**src/rtl/switch_allocator_rr_if.sv**
```systemverilog
// Handshake bundle between input buffers/route calculators, the switch allocator
// and the crossbar of one mesh router.
interface switch_allocator_rr_if #(
    parameter int N  = 5,
    parameter int SW = $clog2(N)
);
    logic [0:N-1]          i_val;
    logic [0:N-1]          i_head;
    logic [0:N-1]          i_tail;
    logic [0:N-1][0:N-1]   i_output_req;
    logic [0:N-1]          i_out_ready;
    logic [0:N-1]          o_in_ack;
    logic [0:N-1]          o_out_val;
    logic [0:N-1][SW-1:0]  o_sel;
    logic [0:N-1]          o_locked;

    modport master (
        output i_val, i_head, i_tail, i_output_req, i_out_ready,
        input  o_in_ack, o_out_val, o_sel, o_locked
    );

    modport slave (
        input  i_val, i_head, i_tail, i_output_req, i_out_ready,
        output o_in_ack, o_out_val, o_sel, o_locked
    );
endinterface

```
**src/rtl/switch_allocator_rr.sv**
```systemverilog
// Wormhole switch allocator: per-output round-robin arbitration on head flits,
// with the grant held from head to tail and driving crossbar select / input ack.
module switch_allocator_rr #(
    parameter int N  = 5,
    parameter int SW = $clog2(N)
) (
    input  logic i_clk,
    input  logic i_reset,
    switch_allocator_rr_if.slave bus
);

    logic [0:N-1]         lock_q, lock_d;
    logic [0:N-1][SW-1:0] owner_q, owner_d;
    logic [0:N-1][SW-1:0] ptr_q, ptr_d;
    logic [0:N-1]         mid_pkt_q, mid_pkt_d;

    always_ff @(posedge i_clk) begin
        if (i_reset) begin
            lock_q    <= '0;
            owner_q   <= '0;
            ptr_q     <= '0;
            mid_pkt_q <= '0;
        end else begin
            lock_q    <= lock_d;
            owner_q   <= owner_d;
            ptr_q     <= ptr_d;
            mid_pkt_q <= mid_pkt_d;
        end
    end

    always_comb begin
        logic          found;
        logic [SW-1:0] win;
        int            idx;
        lock_d        = lock_q;
        owner_d       = owner_q;
        ptr_d         = ptr_q;
        bus.o_in_ack  = '0;
        bus.o_out_val = '0;
        bus.o_sel     = '0;
        found         = 1'b0;
        win           = '0;
        idx           = 0;
        for (int j = 0; j < N; j++) begin
            found = 1'b0;
            win   = '0;
            if (lock_q[j]) begin
                bus.o_sel[j] = owner_q[j];
                if (bus.i_val[owner_q[j]] && bus.i_out_ready[j]) begin
                    bus.o_out_val[j]          = 1'b1;
                    bus.o_in_ack[owner_q[j]]  = 1'b1;
                    if (bus.i_tail[owner_q[j]]) begin
                        lock_d[j] = 1'b0;
                    end
                end
            end else begin
                // Scan from the priority pointer, wrapping at N rather than 2^SW.
                for (int k = 0; k < N; k++) begin
                    idx = int'(ptr_q[j]) + k;
                    if (idx >= N) begin
                        idx = idx - N;
                    end
                    if (!found && bus.i_val[idx] && bus.i_head[idx] && bus.i_output_req[idx][j]) begin
                        found = 1'b1;
                        win   = SW'(idx);
                    end
                end
                if (found) begin
                    lock_d[j]  = 1'b1;
                    owner_d[j] = win;
                    ptr_d[j]   = (win == SW'(N - 1)) ? '0 : win + SW'(1);
                end
            end
        end
    end

    // Tracks inputs that have sent a head but not yet their tail.
    always_comb begin
        mid_pkt_d = mid_pkt_q;
        for (int i = 0; i < N; i++) begin
            if (bus.o_in_ack[i]) begin
                mid_pkt_d[i] = ~bus.i_tail[i];
            end
        end
    end

    assign bus.o_locked = lock_q;

    for (genvar g = 0; g < N; g++) begin : g_chk
        a_onehot_req : assert property (@(posedge i_clk) disable iff (i_reset)
            bus.i_val[g] |-> $onehot0(bus.i_output_req[g]));
        a_no_head_mid_pkt : assert property (@(posedge i_clk) disable iff (i_reset)
            !(mid_pkt_q[g] && bus.i_val[g] && bus.i_head[g]));
    end

endmodule

```
**src/flat_wrapper.sv**
```systemverilog
// flat-port wrapper written by rule: the top's interface ports become plain ports
module switch_allocator_rr_flat 
#(
    parameter int N  = 5,
    parameter int SW = $clog2(N)
)
  (i_clk, i_reset, bus_i_val, bus_i_head, bus_i_tail, bus_i_output_req, bus_i_out_ready, bus_o_in_ack, bus_o_out_val, bus_o_sel, bus_o_locked);
  switch_allocator_rr_if #(.N(N), .SW(SW)) bus_i ();
  input  logic i_clk;
  input  logic i_reset;
  input wire logic [$bits(bus_i.i_val)-1:0] bus_i_val;
  input wire logic [$bits(bus_i.i_head)-1:0] bus_i_head;
  input wire logic [$bits(bus_i.i_tail)-1:0] bus_i_tail;
  input wire logic [$bits(bus_i.i_output_req)-1:0] bus_i_output_req;
  input wire logic [$bits(bus_i.i_out_ready)-1:0] bus_i_out_ready;
  output wire logic [$bits(bus_i.o_in_ack)-1:0] bus_o_in_ack;
  output wire logic [$bits(bus_i.o_out_val)-1:0] bus_o_out_val;
  output wire logic [$bits(bus_i.o_sel)-1:0] bus_o_sel;
  output wire logic [$bits(bus_i.o_locked)-1:0] bus_o_locked;
  assign bus_i.i_val = bus_i_val;
  assign bus_i.i_head = bus_i_head;
  assign bus_i.i_tail = bus_i_tail;
  assign bus_i.i_output_req = bus_i_output_req;
  assign bus_i.i_out_ready = bus_i_out_ready;
  assign bus_o_in_ack = bus_i.o_in_ack;
  assign bus_o_out_val = bus_i.o_out_val;
  assign bus_o_sel = bus_i.o_sel;
  assign bus_o_locked = bus_i.o_locked;
  switch_allocator_rr #(.N(N), .SW(SW)) u_core (.i_clk(i_clk), .i_reset(i_reset), .bus(bus_i));
endmodule
```
**config.mk**
```make
export PLATFORM = sky130hd
export DESIGN_NAME = switch_allocator_rr_flat
export DESIGN_NICKNAME = d
export VERILOG_FILES = /design/src/rtl/switch_allocator_rr_if.sv /design/src/rtl/switch_allocator_rr.sv /design/src/flat_wrapper.sv
export SDC_FILE = /design/constraint.sdc
export NUM_CORES = 1
export LEC_CHECK = 0
export CAP_MARGIN = 20
export CELL_PAD_IN_SITES_DETAIL_PLACEMENT = 1
export CELL_PAD_IN_SITES_GLOBAL_PLACEMENT = 1
export CORE_MARGIN = 2
export CORE_UTILIZATION = 40
export DETAILED_ROUTE_END_ITERATION = 16
export PLACE_DENSITY_LB_ADDON = 0.1
export SLEW_MARGIN = 20
export SYNTH_ARGS = -nofsm -noshare
export SYNTH_HDL_FRONTEND = slang
export SYNTH_SLANG_ARGS = --single-unit
```
**constraint.sdc**
```tcl
create_clock -name i_clk -period 5.5 [get_ports i_clk]
set_input_delay 1.1 -clock i_clk [delete_from_list [all_inputs] [get_ports i_clk]]
set_output_delay 1.1 -clock i_clk [all_outputs]
set_load 0.005 [all_outputs]
```
==> impl_results.md, run 1 <==
* Post-layout nets at 1161
* Crit-path max cell delay at 570 ps
* CP Max Fanout at 7
* ANT nets after route at 0
* Ys async rst share at 0%
* Synth cell types at 106
* Total number of vias at 7957
* Routed WL per cell at 19.97 µm
* Die extent in y at 140.4 µm
* Syn nets at 1124
* DR iter-0 viols at 379
* Placer congestion estimate at 0.8934
* WL final at 25660 µm
* Vias in the first global route at 7986
* Worst setup path start: bus_i_val[2]
* # hold bufs at CTS at 0
* Final setup viols at 0
* Leak at ~0.0034 µW
* Final Skew at 3.074 ps
* Clock root buffer master: clkbuf_16
* Synth warn at 0
* Largest net degree at the start of global routing at 43
* Reg2reg setup slack at 1020 ps
* Status: completed
* CTS tree: done
* RSZ-0062 raised after global routing: no
* Core area at 18090 µm²
* Dominant synthesized flop cell: dfxtp_1
* Detailed Routing Iterations Pass 1 at 5
* Final hold vios at 0
* Postcts setup bufs at 0
* DP HPWL at 20440 µm
* Int Power at 2182 µW
* Worst-Margin Slew at 794.8 ps
* Design Area, Final at between 8000 and 9000 µm²
* Setup_tns at 0 ps
* Commonest cells after routing, fill and taps aside: 83 x nor2_1, 76 x clkdlybuf4s50_1, 60 x a21oi_1
* Most common cell after layout, fill and taps aside: nor2_1
* Die area at 19710 µm²
* End point of the critical path: bus_o_in_ack[3]
* Reg clk slew, reported paths at 60 ps
* Reg2reg end: u_core.ptr_q[8]
* Vias per cell at between 6 and 7
* Starting Density at 41.15%
* First-pass GRT wire length at 42240 µm
* Clock power frac at 6.1%
* Number of I/O port buffers at 76
* Sequential element share of the synthesized area at 9.415%
* Reg power frac at 11.9%
* WP data arrival at 3900 ps
* Initial antenna violation count at 1
* Critical path type: in2out
* Synth Cell Area at approximately 7400 µm²
* Total CTS buffers at 5
* Drt drc at 0
* Most used cell, CP: clkdlybuf4s50_1
* CP max stage cell: clkdlybuf4s50_1
* Die X-Extent at between 100 and 150 µm
* FF+latch count, synth at 35
* Area post-placement at 8315 µm²
* # clock sinks at 35
* Met1 WL at roughly 12000 µm
* Placed Instances at 1277
* Maximum clock insertion buffer count at 2
* Max-Cap Viols at 0
* Max Slew Vio Count at 0
* Switching part of the total at 54.03%
* CP Cell Sequence: clkdlybuf4s50_1 -> buf_4 -> mux4_2 -> a22oi_1 -> nor2_1 -> and3_1 -> nand3b_1 -> o31ai_1 -> a31oi_1 -> o221ai_1 -> clkdlybuf4s50_1
* CP required at 4400 ps
* Final worst-path cycle share at 90.97%
* Fmax at 0.1999 GHz
* Non-Filler Instances at 1285
* Wire length on met3 at 969 µm
* Fraction of layout cells with a size suffix above 1 at 7.867%
* H-Tree Depth at 2
* Final min period at 5004 ps
* Metal2 WL at 11930 µm
* HP Class: reg2reg
* Pwr/cell area at 560.8 nW/µm²
* Top layer reached by signal wires: met4
* VDD IR-drop max at between 0.00015 and 0.0002 V
* Worst R2R Start: u_core.ptr_q[7]
* Reg2reg path depth at 13
* Comb pwr share at 81.9%
* Post-CTS Resized at 0
* Crit start category: input pin
* Tot GR Track Use at approximately 26%
* Io pins at just under 80
* FP Rows at between 40 and 50
* Synth Instances at 1018
* Skew-Pair Late Insertion Delay at 280 ps
* Crit. End Element: primary output
* EDFF count, synth at 0
* Net Switching at 2564 µW
* Total grt overflow at 0
* Final hold slack at 597.3 ps
* Area growth syn-to-layout at 13.70%
* Synthesized area per cell at ~7.3 µm²
* Slew headroom at 46.94%
-- per-layer routing --
layer	vias to the layer above	GRT usage, %
li1	3892	-
met1	3868	35.73
met2	165	43.55
met3	32	2.564
met4	0	6.539
met5	-	0
-- critical path, delay by kind of cell --
kind	cells	cell delay [ps]
simple gates	3	410
buf+inv	3	1300
compound gates	4	630
mux	1	460
-- through the flow --
stage	total power [µW]	util [%]	worst slack [ps]
after floorplan	3508	-	1476
after global placement	4331	45.98	574.7
after detailed placement	4430	45.98	508.0
after CTS	4740	46.77	502.7
after global routing	5264	46.77	231.7
final	4746	46.79	496.5
-- cell type report --
type / count / area (µm²)
clock buffers: 6 / 138.9
clock inverters: 1 / 5.005
well taps: 229 / 286.5
diodes: 1 / 2.502
flip-flops and latches: 35 / 700.7
fillers: 2319 / 9624
multi-input cells: 860 / 6226
inverters: 63 / 236.5
repair buffers: 90 / 865.8
-- Yosys cell counts, drive strengths merged, types with 8 or more instances --
| library cell | count | area (µm²) |
|---|---|---|
| inv | 62 | 232.7 |
| dfxtp | 35 | 700.7 |
| o22ai | 18 | 118.9 |
| and2 | 26 | 162.7 |
| mux4 | 9 | 202.7 |
| a211oi | 21 | 172.7 |
| and3b | 9 | 78.83 |
| nand3 | 36 | 180.2 |
| o21a | 8 | 60.06 |
| nand2b | 24 | 150.1 |
| nor3b | 9 | 72.57 |
| nor2 | 86 | 330.3 |
| nor2b | 17 | 106.4 |
| or3 | 10 | 67.56 |
| buf | 28 | 158.9 |
| o211ai | 13 | 102.6 |
| mux2i | 43 | 430.4 |
| a21oi | 63 | 326.6 |
| clkbuf | 32 | 120.1 |
| a31oi | 24 | 150.1 |
| xnor2 | 19 | 173.9 |
| and3 | 26 | 162.7 |
| o21ai | 51 | 255.3 |
| o31ai | 9 | 81.33 |
| nand3b | 9 | 67.56 |
| a22oi | 17 | 132.6 |
| nor3 | 37 | 190.2 |
| ha | 54 | 675.7 |
| a21o | 25 | 188.9 |
| mux2 | 12 | 135.1 |
| nand2 | 56 | 210.2 |
-- worst min path at each step --
| stage | startpoint | end | slack [ps] | cells past startpoint |
|---|---|---|---|---|
| after floorplan | u_core.owner_q[11] | u_core.owner_q[11] | 510 | 2 |
| after global placement | u_core.bus.o_locked[0] | u_core.bus.o_locked[0] | 590 | 2 |
| after detailed placement | u_core.bus.o_locked[0] | u_core.bus.o_locked[0] | 590 | 2 |
| after CTS | u_core.bus.o_locked[0] | u_core.bus.o_locked[0] | 600 | 2 |
| after global routing | u_core.bus.o_locked[0] | u_core.bus.o_locked[0] | 630 | 2 |
| final | u_core.bus.o_locked[0] | u_core.bus.o_locked[0] | 600 | 2 |
-- sequential cells by signal, summed over array words and instances, names as in the netlist --
register,cells
u_core.ptr_q,15
u_core.bus.o_locked,5
u_core.owner_q,15
-- power by group through the flow --
stage / clock (µW) / combinational [µW] / sequential [µW]
2_1_floorplan: 0 / 3080 / 431
3_3_place_gp: 0 / 3770 / 566
3_5_place_dp: 0 / 3860 / 567
4_1_cts: 295 / 3880 / 565
5_1_grt: 303 / 4370 / 589
6_report: 290 / 3890 / 567
-- kinds of logic (layout without fill, tap and decap cells) --
kind of cell,after synthesis,after routing,synth area share (%)
flops,35,35,9.415
xor+xnor,23,23,2.909
fa+ha+maj,59,59,10.42
buf+inv,123,160,6.927
simple gates,381,381,27.82
mux,64,64,10.32
compound gates,333,333,32.18
other cells,0,1,0
Power figures use the tool's default switching activity.
==> run 2: changes to the inputs <==
Settings changed: CORE_UTILIZATION 40 to 44, GPL_ROUTABILITY_DRIVEN set to 0.
==> run 2 against run 1 <==
Compared with the run above:
- clock power barely moved
- sequential share of layout area barely moved
- worst hold slack improved by 17 ps
- combinational power barely moved
- clock-buffer cell count fell by 1
- power fell by 0.34%
- fmax fell by 1.9%
- final cell count fell by 0.62%
- setup slack got worse by 95 ps
- critical endpoint is now bus_o_in_ack[2]
- largest cell class unchanged
==> impl_results.md, run 2 (synthesized netlist as in run 1, its figures left out) <==
* Initial antenna violation count at 1
* Starting Density at between 40% and 50%
* CP required at around 4400 ps
* VDD IR-drop max at roughly 0.00027 V
* Final core occ at 50.97%
* Tot GR Track Use at 28.68%
* Post-layout nets at 1161
* Detailed Routing Iterations Pass 1 at 4
* Die X-Extent at 134.1 µm
* H-Tree Depth at 2
* RSZ-0062 raised after global routing: no
* Final setup viols at 0
* Total number of vias at approximately 8k
* Setup_tns at 0 ps
* Family with the most delay on the worst path: buffers and inverters
* Fraction of layout cells with a size suffix above 1 at a little under 8%
* Pwr/cell area at 559.6 nW/µm²
* Final min period at 5098 ps
* Status: completed
* Non-Filler Instances at roughly 1.3k
* Total CTS buffers at 5
* Final hold vios at 0
* WP data arrival at ~4000 ps
* Final Skew at 1.189 ps
* Core area at 16580 µm²
* Leak at around 0.0034 µW
* Number of I/O port buffers at 76
* HP Class: reg2reg
* Largest net degree at the start of global routing at 43
* FP Rows at 47
* Most common cell after layout, fill and taps aside: nor2_1
* Vias in the first global route at 7965
* Fmax at about 0.20 GHz
* Drt drc at 0
* # hold bufs at CTS at 0
* Total grt overflow at 0
* Post-CTS Resized at 0
* Crit. End Element: primary output
* Final worst-path cycle share at between 90 and 100%
* Design Area, Final at 8452 µm²
* CP max stage cell: clkdlybuf4s50_1
* First-pass GRT wire length at 42280 µm
* Reg2reg setup slack at 1100 ps
* CTS tree: done
* Placed Instances at about 1.3k
* Reg clk slew, reported paths at 60 ps
* Skew-Pair Late Insertion Delay at 290 ps
* Io pins at 77
* CP Cell Sequence: clkdlybuf4s50_1 -> mux4_2 -> nor2b_1 -> o21ai_0 -> nor3_1 -> and3b_1 -> a311oi_1 -> o221ai_1 -> clkdlybuf4s50_1
* Area post-placement at 8304 µm²
* Area growth syn-to-layout at 13.57%
* Die area at 17970 µm²
* CP Max Fanout at 11
* Routed WL per cell at roughly 20 µm
* Vias per cell at 6.269
* Slew headroom at about half
* Critical path type: in2out
* Postcts setup bufs at 0
* CP bufs+invs at 2
* Max-Cap Viols at 0
* Die extent in y at between 100 and 150 µm
* Worst-Margin Slew at between 700 and 800 ps
* Most used cell, CP: clkdlybuf4s50_1
* ANT nets after route at 0
* Commonest cells after routing, fill and taps aside: 83 x nor2_1, 76 x clkdlybuf4s50_1, 60 x a21oi_1
* Number of fill cells at 2135
* Maximum clock insertion buffer count at 2
* DP HPWL at 20090 µm
* WL final at 25620 µm
* Crit-path max cell delay at approximately 690 ps
* Max Slew Vio Count at 0
* Clock root buffer master: clkbuf_16
* Post-layout power at 4730 µW
* Crit start category: input pin
* DR iter-0 viols at about 500
* # clock sinks at 35
-- run 2: changes by cell type in the layout (fill, tap and decap cells not counted) --
cell	delta
clkbuf_8	-1
clkinvlp_4	+2
-- run 2: path summary, 6_finish.rpt --
kind | cells past startpoint | start | to
worst min register to register | 2 | u_core.bus.o_locked[0] | u_core.bus.o_locked[0]
worst max-delay path | 9 | bus_i_val[3] | bus_o_in_ack[2]
worst max register to register | 14 | u_core.ptr_q[13] | u_core.ptr_q[14]
worst min-delay path | 2 | u_core.bus.o_locked[0] | u_core.bus.o_locked[0]
-- run 2: through the flow --
| step | hold slack (ps) | setup slack (ps) |
|---|---|---|
| final | 614.2 | 401.6 |
| after detailed placement | 599.4 | 427.4 |
| after CTS | 605.3 | 444.1 |
| after global routing | 631.7 | 256.1 |
| after floorplan | 507.6 | 1476 |
| after global placement | 595.1 | 500.7 |
-- run 2: where the power goes --
group,total (µW),leakage (µW),internal [µW],switching (µW)
logic,3890,0.00308,1650,2240
clock network,288,0.0000658,167,121
registers,548,0.000289,345,203
total,4730,0.00343,2160,2570
-- run 2: layout make-up --
class,count,area [µm²],share of cell area (%)
antenna,1,2.502,0.02961
timing repair buffer,90,865.8,10.24
multi-input combinational,860,6226,73.66
tap,220,275.3,3.257
sequential,35,700.7,8.290
clock inverter,3,20.02,0.2369
inverter,63,236.5,2.798
clock buffer,5,125.1,1.480
-- run 2: layer usage --
metal  part of all wire, %  track usage (%)
met1                    49            41.09
met2                    45            46.13
met3                   4.0            2.910
met4                   2.4            7.368
met5                     0                0
-- run 2: worst register-to-register path: stages, from the launching register on --
cell	delay, ps
dfxtp_1	510
ha_1	230
inv_1	50
fa_1	390
a21oi_1	240
mux2i_1	380
mux4_2	580
a21oi_2	260
mux2i_1	130
o211a_1	230
nor3_1	360
a21oi_1	90
ha_1	240
a311o_1	310
a311oi_1	270
==> run 3: changes to the inputs <==
Settings changed: CORE_UTILIZATION 44 to 45.
Clock period 5.5 ns to 6.2 ns, I/O delays scaled along.
==> run 3 against run 2 <==
Compared with the run above:
- non-clock buffer count shrank 3
- final cell count shrank 0.23%
- combinational power shrank 11%
- utilization grew 0.89 points
- sequential power shrank 8.6%
- routed wire length grew 1.1%
- largest power group unchanged
- design area grew 0.30%
- first-iteration DRC count grew 21%
- worst hold slack lost 7.4 ps
- largest cell class unchanged
- setup slack gained 350 ps
- register-to-register slack gained 620 ps
==> impl_results.md, run 3 (synthesized netlist as in run 1, its figures left out) <==
* H-Tree Depth at 2
* Comb pwr share at 80.4%
* Place WS at 829.2 ps
* Setup_tns at 0 ps
* Total grt overflow at 0
* Pwr/cell area at 505.8 nW/µm²
* First-pass GRT wire length at 41950 µm
* Final Skew at approximately 1.5 ps
* CP required at just under 5000 ps
* Worst hold endpoint: u_core.bus.o_locked[2]
* Worst setup path start: bus_i_val[4]
* Area post-placement at roughly 8300 µm²
* Routed WL per cell at slightly above 20 µm
* Reg2reg path depth at 16
* Largest net degree at the start of global routing at 31
* Clock root buffer master: clkbuf_16
* Status: completed
* Worst R2R Start: u_core.ptr_q[12]
* Hold path depth at 2
* ANT nets after route at 0
* Final min period at 5445 ps
* CP Max Fanout at 12
* Tot GR Track Use at 28.98%
* Switching part of the total at 53.38%
* DR iter-0 viols at ~620
* Total CTS buffers at 5
* Final hold slack at 606.9 ps
* Most common cell after layout, fill and taps aside: nor2_1
* Int Power at 1999 µW
* Starting Density at 45.52%
* Fmax at 0.1837 GHz
* Critical path type: in2out
* Crit. End Element: primary output
* Reg2reg end: u_core.ptr_q[14]
* Reg clk slew, reported paths at ~60 ps
* Post-layout nets at between 1k and 1.5k
* Core area at 16350 µm²
* Io pins at 77
* Clock power frac at 7.9%
* Final worst slack at 755.2 ps
* Commonest cells after routing, fill and taps aside: 83 x nor2_1, 76 x clkdlybuf4s50_1, 60 x a21oi_1
* CTS tree: done
* FP Rows at 47
* Postcts setup bufs at 0
* Max-Cap Viols at 0
* Post-CTS Resized at 0
* Die X-Extent at 132.6 µm
* Final core occ at 51.85%
* Die extent in y at 132.6 µm
* Total number of vias at slightly above 8k
* Initial antenna violation count at 1
* Fraction of layout cells with a size suffix above 1 at 7.692%
* Final hold vios at 0
* Net Switching at 2289 µW
* HP Class: reg2reg
* DP HPWL at 20110 µm
* Leak at 0.003444 µW
* # clock sinks at 35
* VDD IR-drop max at roughly 0.00022 V
* Number of I/O port buffers at 76
* Reg power frac at 11.7%
* Skew-Pair Late Insertion Delay at approximately 290 ps
* WP data arrival at between 4000 and 5000 ps
* RSZ-0062 raised after global routing: no
* Slew headroom at 47.95%
* Final worst-path cycle share at about 88%
* Detailed Routing Iterations Pass 1 at 4
* Vias per cell at 6.357
* Worst-Margin Slew at 779.7 ps
* Reg2reg setup slack at 1720 ps
* Vias in the first global route at 7850
* # hold bufs at CTS at 0
* Drt drc at 0
* Area growth syn-to-layout at 13.90%
* Design Area, Final at 8477 µm²
* WL final at 25890 µm
* Max Slew Vio Count at 0
* Die area at 17580 µm²
* Hold Crit Start: u_core.bus.o_locked[2]
* Crit start category: input pin
* Maximum clock insertion buffer count at 2
* Final setup viols at 0
[run 3: cell types whose count changed in the layout (fill, tap and decap cells not counted)]
cell,before,now
bufinv_16,0,2
clkinvlp_4,2,1
buf_4,14,11
clkinv_2,1,0
[run 3: layout make-up]
| class | instances | area [µm²] |
|---|---|---|
| Fill cell | 2104 | 7871 |
| Multi-Input combinational cell | 860 | 6226 |
| Timing Repair Buffer | 87 | 843.3 |
| Sequential cell | 35 | 700.7 |
| Tap cell | 220 | 275.3 |
| Inverter | 63 | 236.5 |
| Clock buffer | 5 | 125.1 |
| Clock inverter | 3 | 67.56 |
| Antenna cell | 1 | 2.502 |
[run 3: power groups by stage]
stage | combinational (µW) | clock (µW) | sequential (µW)
after detailed placement | 3390 | 0 | 499
after CTS | 3420 | 344 | 497
after global routing | 3840 | 353 | 522
after floorplan | 2730 | 0 | 382
after global placement | 3320 | 0 | 497
final | 3450 | 341 | 501
[run 3: through the flow]
step           power [µW]  cells
6_report             4288   1274
5_1_grt              4713   1273
4_1_cts              4262   1273
3_5_place_dp         3893   1265
3_3_place_gp         3813   1265
2_1_floorplan        3112   1018
[run 3: worst max-delay path: stages]
cell	delay, ps
clkdlybuf4s50_1	670
mux4_2	550
nor2b_1	140
o21ai_0	390
nor3_1	140
and3b_1	200
a311oi_1	240
o221ai_1	150
clkdlybuf4s50_1	470
[run 3: worst max path at each step]
| stage | endpoint | cells past startpoint | slack, ps |
|---|---|---|---|
| after detailed placement | bus_o_in_ack[2] | 9 | 830 |
| final | bus_o_in_ack[2] | 9 | 760 |
| after CTS | bus_o_in_ack[2] | 9 | 840 |
| after floorplan | bus_o_in_ack[2] | 8 | 2100 |
| after global routing | bus_o_in_ack[2] | 9 | 550 |
| after global placement | bus_o_in_ack[2] | 9 | 880 |
[run 3: layer usage]
metal | vias up | track usage [%] | share of wire [%]
met2 | 174 | 48.91 | 47
met1 | 4006 | 39.89 | 47
met5 | - | 0 | 0
met3 | 34 | 2.414 | 3.5
met4 | 0 | 7.407 | 2.2
li1 | 3885 | - | -
